File: src/rtl/custom_counter_pkg.sv
// Shared constants and parameter checking for the custom_counter family.
package custom_counter_pkg;

  localparam bit SAT_MODE_WRAP = 1'b0;
  localparam bit SAT_MODE_HOLD = 1'b1;

  // A width must hold at least one bit, and the top count must fit in that width.
  function automatic bit counterParamsOk(input int width, input longint unsigned modMax);
    if (width < 1) return 1'b0;
    if (width >= 64) return 1'b1;
    return modMax < (64'd1 << width);
  endfunction

endpackage

File: src/rtl/custom_counter_if.sv
// Control and status bundle of one counter stage; the master drives controls, the counter is the slave.
interface custom_counter_if #(
  parameter int WIDTH = 8
);
  logic             EN;
  logic             UP;
  logic             CLR;
  logic             LOAD;
  logic [WIDTH-1:0] LOAD_VAL;
  logic [WIDTH-1:0] COUNT;
  logic             TC;
  logic             WRAP;
  logic             SAT;

  modport master (output EN, UP, CLR, LOAD, LOAD_VAL, input COUNT, TC, WRAP, SAT);
  modport slave  (input EN, UP, CLR, LOAD, LOAD_VAL, output COUNT, TC, WRAP, SAT);
endinterface

File: src/rtl/custom_counter_next.sv
// Next-state logic of the counter: CLR > LOAD > EN > hold, plus the combinational terminal count.
module custom_counter_next
  import custom_counter_pkg::*;
#(
  parameter int          WIDTH    = 8,
  parameter int unsigned MOD_MAX  = (2**WIDTH) - 1,
  parameter bit          SATURATE = SAT_MODE_WRAP
) (
  input  logic [WIDTH-1:0] count,
  input  logic             up,
  input  logic             en,
  input  logic             clr,
  input  logic             load,
  input  logic [WIDTH-1:0] loadVal,
  input  logic             satCur,
  output logic [WIDTH-1:0] countNext,
  output logic             wrapNext,
  output logic             satNext,
  output logic             tc
);

  localparam logic [WIDTH-1:0] MaxVal = WIDTH'(MOD_MAX);

  logic atMax;
  logic atZero;
  logic atBound;

  // The bound is tested before stepping, so the add never needs a carry bit.
  assign atMax   = (count == MaxVal);
  assign atZero  = (count == '0);
  assign atBound = up ? atMax : atZero;
  assign tc      = en & atBound;

  always_comb begin
    // NOTE: every output gets a default first so no latch is inferred on any path.
    countNext = count;
    wrapNext  = 1'b0;
    satNext   = satCur;
    if (clr) begin
      countNext = '0;
      satNext   = 1'b0;
    end else if (load) begin
      countNext = (loadVal > MaxVal) ? MaxVal : loadVal;
      satNext   = 1'b0;
    end else if (en) begin
      satNext = 1'b0;
      if (!atBound) begin
        countNext = up ? count + 1'b1 : count - 1'b1;
      end else if (SATURATE == SAT_MODE_HOLD) begin
        satNext = 1'b1;
      end else begin
        countNext = up ? '0 : MaxVal;
        wrapNext  = 1'b1;
      end
    end
  end

endmodule

File: src/rtl/custom_counter_param.sv
// Parametrised up/down counter with load, clear, wrap/saturate and cascade outputs; all flops on CLK.
module custom_counter_param
  import custom_counter_pkg::*;
#(
  parameter int          WIDTH    = 8,
  parameter int unsigned MOD_MAX  = (2**WIDTH) - 1,
  parameter bit          SATURATE = SAT_MODE_WRAP
) (
  input  logic            CLK,
  input  logic            RST,
  custom_counter_if.slave bus
);

  generate
    if (!counterParamsOk(WIDTH, MOD_MAX)) begin : gBadParams
      $error("custom_counter_param: need WIDTH >= 1 and MOD_MAX < 2**WIDTH");
    end
  endgenerate

  logic [WIDTH-1:0] countQ;
  logic [WIDTH-1:0] countD;
  logic             wrapQ;
  logic             wrapD;
  logic             satQ;
  logic             satD;
  logic             tc;

  custom_counter_next #(
    .WIDTH   (WIDTH),
    .MOD_MAX (MOD_MAX),
    .SATURATE(SATURATE)
  ) uNext (
    .count    (countQ),
    .up       (bus.UP),
    .en       (bus.EN),
    .clr      (bus.CLR),
    .load     (bus.LOAD),
    .loadVal  (bus.LOAD_VAL),
    .satCur   (satQ),
    .countNext(countD),
    .wrapNext (wrapD),
    .satNext  (satD),
    .tc       (tc)
  );

  always_ff @(posedge CLK or negedge RST) begin
    if (!RST) begin
      countQ <= '0;
      wrapQ  <= 1'b0;
      satQ   <= 1'b0;
    end else begin
      // NOTE: non-blocking so COUNT, WRAP and SAT all update from the same pre-edge values.
      countQ <= countD;
      wrapQ  <= wrapD;
      satQ   <= satD;
    end
  end

  assign bus.COUNT = countQ;
  assign bus.WRAP  = wrapQ;
  assign bus.SAT   = satQ;
  assign bus.TC    = tc;

endmodule
File: src/flat_wrapper.sv
// flat-port wrapper written by rule: the top's interface ports become plain ports
module custom_counter_param_flat import custom_counter_pkg::*;
#(
  parameter int          WIDTH    = 8,
  parameter int unsigned MOD_MAX  = (2**WIDTH) - 1,
  parameter bit          SATURATE = SAT_MODE_WRAP
)
  (CLK, RST, bus_EN, bus_UP, bus_CLR, bus_LOAD, bus_LOAD_VAL, bus_COUNT, bus_TC, bus_WRAP, bus_SAT);
  custom_counter_if #(.WIDTH(WIDTH)) bus_i ();
  input  logic CLK;
  input  logic RST;
  input wire logic [$bits(bus_i.EN)-1:0] bus_EN;
  input wire logic [$bits(bus_i.UP)-1:0] bus_UP;
  input wire logic [$bits(bus_i.CLR)-1:0] bus_CLR;
  input wire logic [$bits(bus_i.LOAD)-1:0] bus_LOAD;
  input wire logic [$bits(bus_i.LOAD_VAL)-1:0] bus_LOAD_VAL;
  output wire logic [$bits(bus_i.COUNT)-1:0] bus_COUNT;
  output wire logic [$bits(bus_i.TC)-1:0] bus_TC;
  output wire logic [$bits(bus_i.WRAP)-1:0] bus_WRAP;
  output wire logic [$bits(bus_i.SAT)-1:0] bus_SAT;
  assign bus_i.EN = bus_EN;
  assign bus_i.UP = bus_UP;
  assign bus_i.CLR = bus_CLR;
  assign bus_i.LOAD = bus_LOAD;
  assign bus_i.LOAD_VAL = bus_LOAD_VAL;
  assign bus_COUNT = bus_i.COUNT;
  assign bus_TC = bus_i.TC;
  assign bus_WRAP = bus_i.WRAP;
  assign bus_SAT = bus_i.SAT;
  custom_counter_param #(.WIDTH(WIDTH), .MOD_MAX(MOD_MAX), .SATURATE(SATURATE)) u_core (.CLK(CLK), .RST(RST), .bus(bus_i));
endmodule
File: config.mk
export PLATFORM = sky130hd
export DESIGN_NAME = custom_counter_param_flat
export DESIGN_NICKNAME = d
export VERILOG_FILES = /design/src/rtl/custom_counter_pkg.sv /design/src/rtl/custom_counter_if.sv /design/src/rtl/custom_counter_next.sv /design/src/rtl/custom_counter_param.sv /design/src/flat_wrapper.sv
export SDC_FILE = /design/constraint.sdc
export NUM_CORES = 1
export LEC_CHECK = 0
export CORE_MARGIN = 4
export CORE_UTILIZATION = 46
export CTS_BUF_LIST = sky130_fd_sc_hd__clkbuf_2
export DETAILED_ROUTE_END_ITERATION = 10
export GPL_TIMING_DRIVEN = 0
export PLACE_DENSITY = 0.77
export SETUP_SLACK_MARGIN = 0.02
export SYNTH_ARGS = -nofsm -noshare
export SYNTH_HDL_FRONTEND = slang
export SYNTH_SLANG_ARGS = --single-unit
File: constraint.sdc
create_clock -name CLK -period 2.06 [get_ports CLK]
set_clock_uncertainty 0.2 [all_clocks]
set_input_delay 0.412 -clock CLK [delete_from_list [all_inputs] [get_ports CLK]]
set_output_delay 0.412 -clock CLK [all_outputs]
set_load 0.02 [all_outputs]
==> flow_summary.ini <==
[sta]
rsz0062_at_grt = true
finalCritPeriodShare = 1.01
max_freq_mhz = 479
min_period_ps = 2090
setup_viol = 1
final-max-slew-violation-count = 0
setup_slack_ps = -28.8
hold_violations = 0
hold_ws_ps = 263

[critical_path]
critPathRequiredTime_ps = 1450
crit_slowest_cell = dfrtp_2
path_max_fanout = 3
cp-end-kind = output pin
critPathKind = reg2out
worstReg2RegStart = u_core.bus.COUNT[2]$_DFFE_PN0P_
r2r_slack_ps = 60
cpPeakStageDelay_ps = 450
cp_cell_sequence = nor4_4 -> and3_4 -> nor2_2 -> nor2_1 -> buf_4
cp-start-kind = flip-flop
crit_start = u_core.bus.COUNT[4]$_DFFE_PN0P_
crit_arrival_ps = 1480

[floorplanning]
boundaryPins = 25
die_y_um = 50.7
dieArea_um2 = 2570
core_area_um2 = 1730
die_w_um = 50.7
fp-row-count = 15
start_util = 0.486

[layout]
nets = 154
layout-area-overhead-vs-synth_pct = 45.7
final-instance-count-excl-fill = 157
layout-drive-gt1-share = 0.273
num_antenna_cells = 0
final.fill_count = 155

[yosys]
synth-simple-area-share = 0.236
synth_compound_area_frac = 0.267
synth_top_family_by_area = compound AO/OA/AOI/OAI gates
synth_fp_nets = 124
synth_mux_area_frac = 0.0119
yosys_warnings = 0
synth.largest_area_cell = dfrtp_1
synth_seq_cells = 9
synth_xor_xnor_area_share = 0.0313
synth-adder-area-share = 0.113
synth_area_per_cell_um2 = 8.14
synthCells = 103
yosysTopAreaCellShare = 0.269
synth_area_um2 = 838
synthTopCellsByArea = dfrtp_1, ha_1, a21oi_1
synth_cell_type_count = 36
ys_seq_area_frac = 0.269

[power]
max-vdd-ir-drop_mv = 0.335
power.total_mw = 0.644
power_density_nw_per_um2 = 527
p_leak_nw = 0.553

[global_routing]
grt_pass1_vias = 874
antenna_found_initial = 0
overflow = 0
grt_pass1_wl_um = 4000
grt_max_degree = 11
gr-usage-all-layers = 0.203

[route]
drtIter0Drc = 19
vias_per_cell = 5.62
drt_wl_total_um = 2400
ant_nets = 0
vias = 882
first_pass_iters = 4
drc = 0
wl_per_cell_um = 15.3

[clocking]
clk_latency_ps = 250
cts_tree = done
cts_buffer_depth = 2
cts.sinks = 9
htree_levels = 1
ctsHoldBuffers = 0
root_buffer = clkbuf_2
cts_buffers = 3
clkTransAtPathRegs_ps = 100

[run]
drv_cap = 0

[placement]
dpl.hpwl_um = 1740
place_congestion = 0.850
port_buffers = 20
placed_cells = 148
dpl_worst_slack_ps = -896

[worst_hold_path]
holdCritPathClass = in2async

[outcome]
violations = negative setup slack
outcome = complete, but fails checks
through the flow:
step            util  area, um2  TNS [ps]
2_1_floorplan      -        838         0
3_3_place_gp   0.620       1070     -4330
3_5_place_dp   0.620       1070     -4610
4_1_cts        0.667       1150     -40.3
5_1_grt        0.707       1220      -124
6_report       0.707       1220     -28.8
registers in the layout, summed over array words and instances (netlist names):
register          cells
u_core.bus.WRAP       1
u_core.bus.COUNT      8
cells in the mapped netlist:
cell type	number
a211oi_1	2
o21ai_0	8
dfrtp_1	9
inv_1	6
o21bai_1	1
mux2i_1	1
conb_1	1
and3_1	3
o22ai_1	2
buf_4	2
fa_1	1
a211o_1	1
or3_1	1
a21oi_1	10
xor2_1	2
o2bb2ai_1	1
nor3b_1	5
clkbuf_1	2
a21oi_2	1
nand3_1	2
buf_6	1
or3b_1	1
nand2b_1	1
or2_2	2
a221oi_1	3
nand2_1	4
a21o_1	3
nand4_1	1
ha_1	6
nor4_2	1
nor3_1	4
xnor2_1	1
o31a_1	1
o21a_1	2
nor2b_1	1
nor2_1	10
worst max-delay path: cells and delay by family (launching register included):
kind	cells	cell delay (ps)
buffers and inverters	1	150
and+or+nand+nor	4	630
DFF	1	450
timing repair:
action                     CTS  global route
hold endpoints to repair     0             0
cloned                       0             0
setup endpoints to repair    7             9
setup buffers                3             2
gates resized for setup     19            17
pin swaps                    4             6
logic make-up (layout without fill, tap and decap cells):
family	after synthesis	after routing
adders and majority gates	7	7
DFF	9	9
other	1	1
muxes	1	1
AOI/OAI and AO/OA	35	35
buffers and inverters	11	40
xor gates and xnor gates	3	3
and+or+nand+nor	36	36
final timing paths:
kind	to	cells past startpoint
setup reg to reg	u_core.bus.COUNT[6]$_DFFE_PN0P_	6
hold / removal	u_core.bus.COUNT[2]$_DFFE_PN0P_	1
hold reg to reg	u_core.bus.COUNT[2]$_DFFE_PN0P_	2
min in group CLK	u_core.bus.WRAP$_DFF_PN0_	3
setup / recovery	bus_TC	5
max in group asynchronous	u_core.bus.COUNT[4]$_DFFE_PN0P_	1
power breakdown:
group | internal (mW) | switching (mW)
clock network | 0.0516 | 0.0663
logic | 0.155 | 0.153
registers | 0.192 | 0.0268
total | 0.398 | 0.246
placed cells by master (no fill, tap or decap), types with 2 or more instances in the layout:
master / instances
a21o_1: 3
a21oi_1: 10
a221oi_1: 2
and3_1: 2
buf_4: 8
clkbuf_1: 2
clkbuf_2: 4
clkdlybuf4s50_1: 15
dfrtp_1: 6
dfrtp_2: 3
dlymetal6s2s_1: 3
ha_1: 3
ha_4: 2
inv_1: 5
nand2_1: 4
nand3_1: 2
nor2_1: 8
nor2_2: 2
nor3_1: 2
nor3_2: 2
nor3b_1: 5
o21a_1: 2
o21ai_0: 5
o21ai_1: 2
or2_2: 2
xor2_1: 2
per-layer routing:
metal  GRT usage  wire [um]
met1       0.257       1100
met2       0.346       1170
met4      0.0897         41
met5           0          0
met3      0.0208         89
cell type report:
| type | count | area [um2] | area share |
|---|---|---|---|
| inverter | 6 | 22.5 | 0.0184 |
| tap | 25 | 31.3 | 0.0256 |
| sequential | 9 | 229 | 0.188 |
| timing repair buffer | 25 | 238 | 0.195 |
| buffer | 5 | 33.8 | 0.0277 |
| clock buffer | 4 | 20.0 | 0.0164 |
| multi-input combinational | 83 | 647 | 0.530 |
Power figures use the tool's default switching activity.
